$ cat config.mk
export PLATFORM = sky130hd
export DESIGN_NAME = vcounter_ext_flat
export DESIGN_NICKNAME = d
export VERILOG_FILES = /design/src/rtl/vcounter_pkg.sv /design/src/rtl/vcounter_if.sv /design/src/rtl/vcounter_step.sv /design/src/rtl/vcounter_ext.sv /design/src/flat_wrapper.sv
export SDC_FILE = /design/constraint.sdc
export NUM_CORES = 1
export LEC_CHECK = 0
export BUFFER_PORTS_ARGS = -buffer_cell sky130_fd_sc_hd__buf_2
export CAP_MARGIN = 10
export CORE_MARGIN = 3
export CORE_UTILIZATION = 60
export CTS_CLUSTER_DIAMETER = 60
export DETAILED_ROUTE_END_ITERATION = 16
export GPL_TIMING_DRIVEN = 0
export PLACE_DENSITY = 0.95
export SETUP_SLACK_MARGIN = 0.1
export SYNTH_ARGS = -nofsm -noshare
export SYNTH_HDL_FRONTEND = slang
export SYNTH_SLANG_ARGS = --single-unit
$ cat constraint.sdc
create_clock -name clk -period 7.9 [get_ports clk]
set_input_delay 0.395 -clock clk [delete_from_list [all_inputs] [get_ports clk]]
set_output_delay 0.395 -clock clk [all_outputs]
set_load 0.005 [all_outputs]
$ cat src/rtl/vcounter_pkg.sv
// rtl/vcounter_pkg.sv - opcode and state encodings for the extended counter
package vcounter_pkg;

  localparam logic [2:0] OP_NONE      = 3'd0;
  localparam logic [2:0] OP_LOAD      = 3'd1;
  localparam logic [2:0] OP_INCR      = 3'd2;
  localparam logic [2:0] OP_DECR      = 3'd3;
  localparam logic [2:0] OP_SET_LIMIT = 3'd4;
  localparam logic [2:0] OP_RUN_UP    = 3'd5;
  localparam logic [2:0] OP_RUN_DOWN  = 3'd6;
  localparam logic [2:0] OP_STOP      = 3'd7;

  typedef enum logic [1:0] {
    ST_IDLE     = 2'd0,
    ST_RUN_UP   = 2'd1,
    ST_RUN_DOWN = 2'd2
  } state_t;

endpackage

$ cat src/rtl/vcounter_if.sv
// rtl/vcounter_if.sv - command/status bundle between a controller and the counter
interface vcounter_if #(
  parameter int WIDTH = 8
);

  logic [WIDTH-1:0] data_in;
  logic [WIDTH-1:0] step;
  logic [WIDTH-1:0] limit_in;
  logic [2:0]       ctrl;
  logic [WIDTH-1:0] data_out;
  logic [WIDTH-1:0] limit_out;
  logic             running;
  logic             at_zero;
  logic             at_limit;
  logic             evt;

  modport master (
    output data_in, step, limit_in, ctrl,
    input  data_out, limit_out, running, at_zero, at_limit, evt
  );

  modport slave (
    input  data_in, step, limit_in, ctrl,
    output data_out, limit_out, running, at_zero, at_limit, evt
  );

endinterface

$ cat src/rtl/vcounter_step.sv
// rtl/vcounter_step.sv - one up/down step against a limit, wrap or clamp on overflow
module vcounter_step #(
  parameter int WIDTH    = 8,
  parameter int SATURATE = 0
) (
  input  logic [WIDTH-1:0] i_value,
  input  logic [WIDTH-1:0] i_step,
  input  logic [WIDTH-1:0] i_limit,
  input  logic             i_up,
  output logic [WIDTH-1:0] o_next,
  output logic             o_ovf
);

  logic [WIDTH:0] w_sum;

  // Extra bit keeps value + step exact so the limit compare never aliases
  assign w_sum = {1'b0, i_value} + {1'b0, i_step};

  always_comb begin
    o_next = i_value;
    o_ovf  = 1'b0;
    if (i_up) begin
      if (w_sum > {1'b0, i_limit}) begin
        o_ovf  = 1'b1;
        o_next = (SATURATE != 0) ? i_limit : '0;
      end else begin
        o_next = w_sum[WIDTH-1:0];
      end
    end else begin
      if (i_value < i_step) begin
        o_ovf  = 1'b1;
        o_next = (SATURATE != 0) ? '0 : i_limit;
      end else begin
        o_next = i_value - i_step;
      end
    end
  end

endmodule

$ cat src/rtl/vcounter_ext.sv
// rtl/vcounter_ext.sv - up/down counter with step, limit, wrap/saturate and run modes
module vcounter_ext
  import vcounter_pkg::*;
#(
  parameter int          WIDTH       = 8,
  parameter int          SATURATE    = 0,
  parameter int unsigned RESET_VALUE = 0
) (
  input logic        clk,
  input logic        async_nreset,
  vcounter_if.slave  bus
);

  localparam logic [WIDTH-1:0] RST_VAL =
    (WIDTH < 32 && RESET_VALUE > (2**WIDTH - 1)) ? {WIDTH{1'b1}} : WIDTH'(RESET_VALUE);

  state_t           r_state;
  logic [WIDTH-1:0] r_value;
  logic [WIDTH-1:0] r_limit;
  logic             r_running;
  logic             r_evt;

  logic             w_up;
  logic             w_do_step;
  logic [WIDTH-1:0] w_next;
  logic             w_ovf;

  // Explicit opcodes take priority; NONE falls back to the run direction
  always_comb begin
    w_up      = 1'b0;
    w_do_step = 1'b0;
    case (bus.ctrl)
      OP_INCR, OP_RUN_UP: begin
        w_up      = 1'b1;
        w_do_step = 1'b1;
      end
      OP_DECR, OP_RUN_DOWN: w_do_step = 1'b1;
      OP_NONE: begin
        w_up      = (r_state == ST_RUN_UP);
        w_do_step = (r_state != ST_IDLE);
      end
      default: begin
      end
    endcase
  end

  vcounter_step #(
    .WIDTH    (WIDTH),
    .SATURATE (SATURATE)
  ) u_step (
    .i_value (r_value),
    .i_step  (bus.step),
    .i_limit (r_limit),
    .i_up    (w_up),
    .o_next  (w_next),
    .o_ovf   (w_ovf)
  );

  always_ff @(posedge clk or negedge async_nreset) begin
    if (!async_nreset) begin
      r_state   <= ST_IDLE;
      r_value   <= RST_VAL;
      r_limit   <= '1;
      r_running <= 1'b0;
      r_evt     <= 1'b0;
    end else begin
      r_evt <= 1'b0;
      if (w_do_step) begin
        r_value <= w_next;
        r_evt   <= w_ovf;
      end
      case (bus.ctrl)
        OP_LOAD: r_value <= (bus.data_in > r_limit) ? r_limit : bus.data_in;
        OP_SET_LIMIT: begin
          r_limit <= bus.limit_in;
          if (r_value > bus.limit_in) r_value <= bus.limit_in;
        end
        OP_RUN_UP: begin
          r_state   <= ST_RUN_UP;
          r_running <= 1'b1;
        end
        OP_RUN_DOWN: begin
          r_state   <= ST_RUN_DOWN;
          r_running <= 1'b1;
        end
        OP_STOP: begin
          r_state   <= ST_IDLE;
          r_running <= 1'b0;
        end
        default: begin
        end
      endcase
      // Saturating runs are one-shot: hitting a bound ends the run
      if (SATURATE != 0 && w_do_step && w_ovf) begin
        r_state   <= ST_IDLE;
        r_running <= 1'b0;
      end
    end
  end

  assign bus.data_out  = r_value;
  assign bus.limit_out = r_limit;
  assign bus.running   = r_running;
  assign bus.evt       = r_evt;
  assign bus.at_zero   = (r_value == '0);
  assign bus.at_limit  = (r_value == r_limit);

endmodule

$ cat src/flat_wrapper.sv
// flat-port wrapper written by rule: the top's interface ports become plain ports
module vcounter_ext_flat import vcounter_pkg::*;
#(
  parameter int          WIDTH       = 8,
  parameter int          SATURATE    = 0,
  parameter int unsigned RESET_VALUE = 0
)
  (clk, async_nreset, bus_data_in, bus_step, bus_limit_in, bus_ctrl, bus_data_out, bus_limit_out, bus_running, bus_at_zero, bus_at_limit, bus_evt);
  vcounter_if #(.WIDTH(WIDTH)) bus_i ();
  input logic clk;
  input logic async_nreset;
  input wire logic [$bits(bus_i.data_in)-1:0] bus_data_in;
  input wire logic [$bits(bus_i.step)-1:0] bus_step;
  input wire logic [$bits(bus_i.limit_in)-1:0] bus_limit_in;
  input wire logic [$bits(bus_i.ctrl)-1:0] bus_ctrl;
  output wire logic [$bits(bus_i.data_out)-1:0] bus_data_out;
  output wire logic [$bits(bus_i.limit_out)-1:0] bus_limit_out;
  output wire logic [$bits(bus_i.running)-1:0] bus_running;
  output wire logic [$bits(bus_i.at_zero)-1:0] bus_at_zero;
  output wire logic [$bits(bus_i.at_limit)-1:0] bus_at_limit;
  output wire logic [$bits(bus_i.evt)-1:0] bus_evt;
  assign bus_i.data_in = bus_data_in;
  assign bus_i.step = bus_step;
  assign bus_i.limit_in = bus_limit_in;
  assign bus_i.ctrl = bus_ctrl;
  assign bus_data_out = bus_i.data_out;
  assign bus_limit_out = bus_i.limit_out;
  assign bus_running = bus_i.running;
  assign bus_at_zero = bus_i.at_zero;
  assign bus_at_limit = bus_i.at_limit;
  assign bus_evt = bus_i.evt;
  vcounter_ext #(.WIDTH(WIDTH), .SATURATE(SATURATE), .RESET_VALUE(RESET_VALUE)) u_core (.clk(clk), .async_nreset(async_nreset), .bus(bus_i));
endmodule
### Yosys cells after proc, flatten, opt, wreduce, memory -nomap -nowiden

Cells that the tools add are included.

* output and inout port bits: 20
* register bits: 20
* word-level logic and storage cells: 43
* input bits: 29

* $lt $le $gt $ge: 4
* add/sub/neg operators: 2
* equal/unequal tests: 9
* muxes and demuxes: 15
* reductions and logical operators: 8

Operators by type and width (count)
* two-way mux 8 bit: 6
* greater-than comparator 8 bit: 2
* case mux 8 bit (2 select lines): 1
* equality test 3 bit, second input constant: 4
* adder 8 x 8 -> 9 bit: 1
* greater-than comparator 9 x 8 -> 1 bit: 1
* equality test 8 bit: 1
* zero test 8 bit: 1
* less-than comparator 8 bit: 1
* subtractor 8 bit: 1
* equality test 3 x 2 -> 1 bit, second input constant: 2
* case mux 1 bit (2 select lines): 3
* case mux 2 bit (3 select lines): 1
* two-way mux 1 bit: 4
* nonzero test 2 bit: 2
* OR reduction 2 bit: 2
* OR reduction 4 bit: 1
* equality test 3 x 1 -> 1 bit, second input constant: 1
* zero test 3 bit: 1
* nonzero test 3 bit: 1
* equality test 2 x 1 -> 1 bit, second input constant: 1

### Longest topological paths before layout

* depth in word-level cells: 7
* mapped depth: 16
* depth with buffers taken out: 15

### Hierarchy

A second synthesis with hierarchy kept.

* cells, all modules: 339
* area total of the unflattened synthesis: 2756.4 µm²

By module, submodules not included
* vcounter_ext: cells each 179, area each 1575.3 µm², seq. area each 510.5 µm², instances 1
* vcounter_step: cells each 160, area each 1181.1 µm², seq. area each 0.0 µm², instances 1

### Worst setup path before layout

Ideal clock, no wire load.

* path type: register -> register
* start: register u_core.r_value[2], in the netlist u_core.bus.data_out[2]
* end: register u_core.r_value[4], in the netlist u_core.bus.data_out[4]
* arrival: 3.116 ns
* required time: 7.810 ns
* clock period less this slack: 3.206 ns
* stages on the path, launching flop included: 16
* buffers on the path: 1
* setup slack: 4.694 ns
* setup time: 0.090 ns
* cells stage by stage: dfrtp_1 -> ha_1 -> buf_2 -> nand2b_1 -> a221oi_2 -> nor2_1 -> o21ai_0 -> xnor2_1 -> ha_1 -> a2111oi_0 -> o21ai_0 -> a21oi_1 -> o221ai_1 -> nor2_1 -> a221oi_1 -> o221ai_1

* word-level cells in the longest chain between the ends: 7
* elaborated cells on any way between the ends: 11
* classes of those cells: add/sub (2); order compare (3); mux (6)

Ends and longest elaborated chain
* start: declaration: RTL line vcounter_ext.sv:18 `logic [WIDTH-1:0] r_value;`
* start signal: assignment: RTL line vcounter_ext.sv:69 `r_value <= w_next;`
* start signal: assignment: RTL line vcounter_ext.sv:73 `OP_LOAD: r_value <= (bus.data_in > r_limit) ? r_limit : bus.data_in;`
* start signal: assignment: RTL line vcounter_ext.sv:76 `if (r_value > bus.limit_in) r_value <= bus.limit_in;`
* adder 8 x 8 -> 9 bit: RTL line vcounter_step.sv:17 `assign w_sum = {1'b0, i_value} + {1'b0, i_step};`
* greater-than comparator 9 x 8 -> 1 bit: RTL line vcounter_step.sv:23 `if (w_sum > {1'b0, i_limit}) begin`
* two-way mux 8 bit: RTL line vcounter_step.sv:23
* two-way mux 8 bit: RTL line vcounter_step.sv:22 `if (i_up) begin`
* two-way mux 8 bit: RTL line vcounter_ext.sv:68 `if (w_do_step) begin`
* two-way mux 8 bit: RTL line vcounter_ext.sv:76
* case mux 8 bit (2 select lines) (*): RTL line vcounter_ext.sv:72 `case (bus.ctrl)`

Mark *: on every way between the ends. The rest lies on a longest branch, timed or not.
A chain may end at the register's enable or synchronous reset.

### Final worst setup path

Same ends and word-level chain as after synthesis.

==> reports/results.ini <==
[sta]
fin_setup_tns_ns=0
hold_viol_final=0
fin_skew_ns=0.00247
min_period_ns=4.03
fmax_mhz=248
relSlewSlack_pct=45.3
rsz0062_at_grt=false
final_max_slew_viol_count=0
tightest_slew_ns=0.815
post-route-period-util_pct=51.0
setup_viol=0

[detailed_routing]
wl_per_cell_um=17.7
wl_um=7550
drtAntennaViolNets=0
first_pass_iters=5
drt_iter0_drc=266
vias=2728
vias_per_cell=6.40
drcViolationCount=0

[placed_design]
dp_hpwl_um=5870
finalWeightedCongestion=0.917
io_buffers=47

[clock_network]
clk_latency_ns=0.26
cts_setup_buffers=0
htree_levels=1
cts-root-buf=clkbuf_8
cts_made_buffers=3
cts.path.max_buffers=2
cts_tree=done
cts_hold_buf=0
clk_pin_slew_worst_paths_ns=0.07
clock_sinks=20
cts_resized=0

[setup_path]
start_kind=flip-flop
cp_max_fo=7
criticalPathCategory=flip-flop to flip-flop
regToRegSetupSlack_ns=3.87
cp.arrival_ns=4.20
end_kind=flip-flop
cp.required_ns=8.07

[run_status]
status=completed

[floorplan]
initial_core_util_pct=63.5
rows=23
die_h_um=71.8
die_w_um=71.8
core_area_um2=4090
num_io_pins=49
dieArea_um2=5150

[final_layout]
antenna_cells=0
final_nets=449
layout-drive-gt1-share_pct=21.3
syn_to_final_growth_pct=13.1

[synthesis]
ys_seq_elements=20
synthDistinctLibCells=59
synth_area_per_cell_um2=7.96
yosys.area.top_type=ha_1
ys_warn_count=0
yosysTopAreaCellShare_pct=19.3
async_flop_share_pct=100
syn_area_um2=2600
synth_ff_type=dfrtp_1
synth_nets=397
netlist_instances=326
ys_seq_area_share_pct=19.7
synth_edf_count=0
synthTopCellsByArea=ha_1, dfrtp_1, dfstp_2

[min_path]
hold_path_class=input pin to asynchronous set/reset pin

[global_route]
grt_max_degree=21
antenna_found_initial=0
grt_pass1_wl_um=12300
grt.overflow.total=0
track_usage_pct=29.9
grt_pass1_vias=2644

[power]
p_total_mw=1.02
leakage_nw=1.41
peakVddDrop_mv=0.179
cellPowerDensity_nw_per_um2=347

[job]
maxCapViolations=0

[cell type report]
type	instances	area, µm²
Tap cell	50	62.6
Fill cell	327	1150
Buffer	13	71.3
Timing Repair Buffer	47	235
Clock buffer	3	41.3
Sequential cell	20	510
Inverter	34	128
Multi-Input combinational cell	259	1890
[synth_stat cells (all sizes together) (2+ instances only)]
cell,n
a211oi,4
a21oi,30
a221oi,4
a31oi,8
and3,3
buf,10
clkbuf,3
dfrtp,12
dfstp,8
fa,2
ha,40
inv,34
mux2i,6
nand2,25
nand2b,5
nand3,10
nand4,5
nor2,33
nor2b,3
nor3,3
nor3b,2
o2111ai,2
o211ai,2
o21a,2
o21ai,22
o21bai,4
o221ai,6
o41ai,2
or2,2
or3,2
or4,2
xnor2,14
[where the power goes]
| part | internal (mW) | switching [mW] |
|---|---|---|
| Combinational | 0.317 | 0.417 |
| Clock | 0.0340 | 0.0328 |
| Sequential | 0.139 | 0.0771 |
[cell usage in the layout (no fill, tap or decap), types with 5 or more instances in the layout]
| master | instances |
|---|---|
| dfrtp_1 | 12 |
| nand3_1 | 10 |
| buf_2 | 53 |
| inv_1 | 34 |
| nor2_1 | 33 |
| ha_1 | 40 |
| nand2b_1 | 5 |
| dfstp_2 | 8 |
| a21oi_1 | 29 |
| o221ai_1 | 6 |
| nand2_1 | 25 |
| o21ai_0 | 21 |
| xnor2_1 | 14 |
| a31oi_1 | 7 |
| mux2i_1 | 6 |
[registers in the layout, indices dropped and copies added (netlist names)]
register	cells
u_core.bus.data_out	8
u_core.r_state	2
u_core.bus.evt	1
u_core.bus.running	1
u_core.bus.limit_out	8
[metal layers]
metal  vias to the layer above  track usage [%]  part of all wire [%]
li1                       1278                -                     -
met1                      1263             38.9                    40
met2                       160             51.0                    49
met3                        27             3.79                   8.6
met4                         0             10.4                   2.5
met5                         -                0                     0
[metrics by stage]
step                instances  utilization, %  area, µm²  setup slack [ns]  hold slack, ns
global route              426            71.8       2940              3.80           0.106
detailed placement        423            70.8       2890              4.05           0.374
floorplan                 326               -       2600              4.69          0.0994
global placement          423            70.8       2890              4.18           0.367
CTS                       426            71.8       2940              4.02          0.0989
finish                    426            71.8       2940              3.87          0.0817
[path summary, 6_finish.rpt]
path / start / end / depth (start not counted)
min: async_nreset / u_core.r_state[1]$_DFFE_PN0P_ / 1
max in group asynchronous: async_nreset / u_core.bus.limit_out[3]$_DFFE_PN1P_ / 1
min reg2reg: u_core.bus.running$_DFFE_PN0P_ / u_core.bus.running$_DFFE_PN0P_ / 2
min in group clk: bus_limit_in[7] / u_core.bus.limit_out[7]$_DFFE_PN1P_ / 3
max: u_core.bus.data_out[2]$_DFF_PN0_ / u_core.bus.data_out[4]$_DFF_PN0_ / 15
max reg2reg: u_core.bus.data_out[2]$_DFF_PN0_ / u_core.bus.data_out[4]$_DFF_PN0_ / 15
[critical path, cell delays in order, from the launching register on]
cell and delay (ns):
dfrtp_1 0.59, ha_1 0.30, buf_2 0.17, nand2b_1 0.19, a221oi_2 0.27, nor2_1 0.06, o21ai_0 0.22, xnor2_1 0.20
ha_1 0.32, a2111oi_0 0.43, o21ai_0 0.16, a21oi_1 0.15, o221ai_1 0.19, nor2_1 0.30, a221oi_1 0.18, o221ai_1 0.21
[cells by family after synthesis]
group           after synthesis  synth area share (%)
flops                        20                  19.7
mux                           7                  2.75
buf+inv                      47                  7.66
xor+xnor                     15                  5.06
compound gates               97                  25.4
simple gates                 98                  18.7
fa+ha+maj                    42                  20.8
Power figures use the tool's default switching activity.
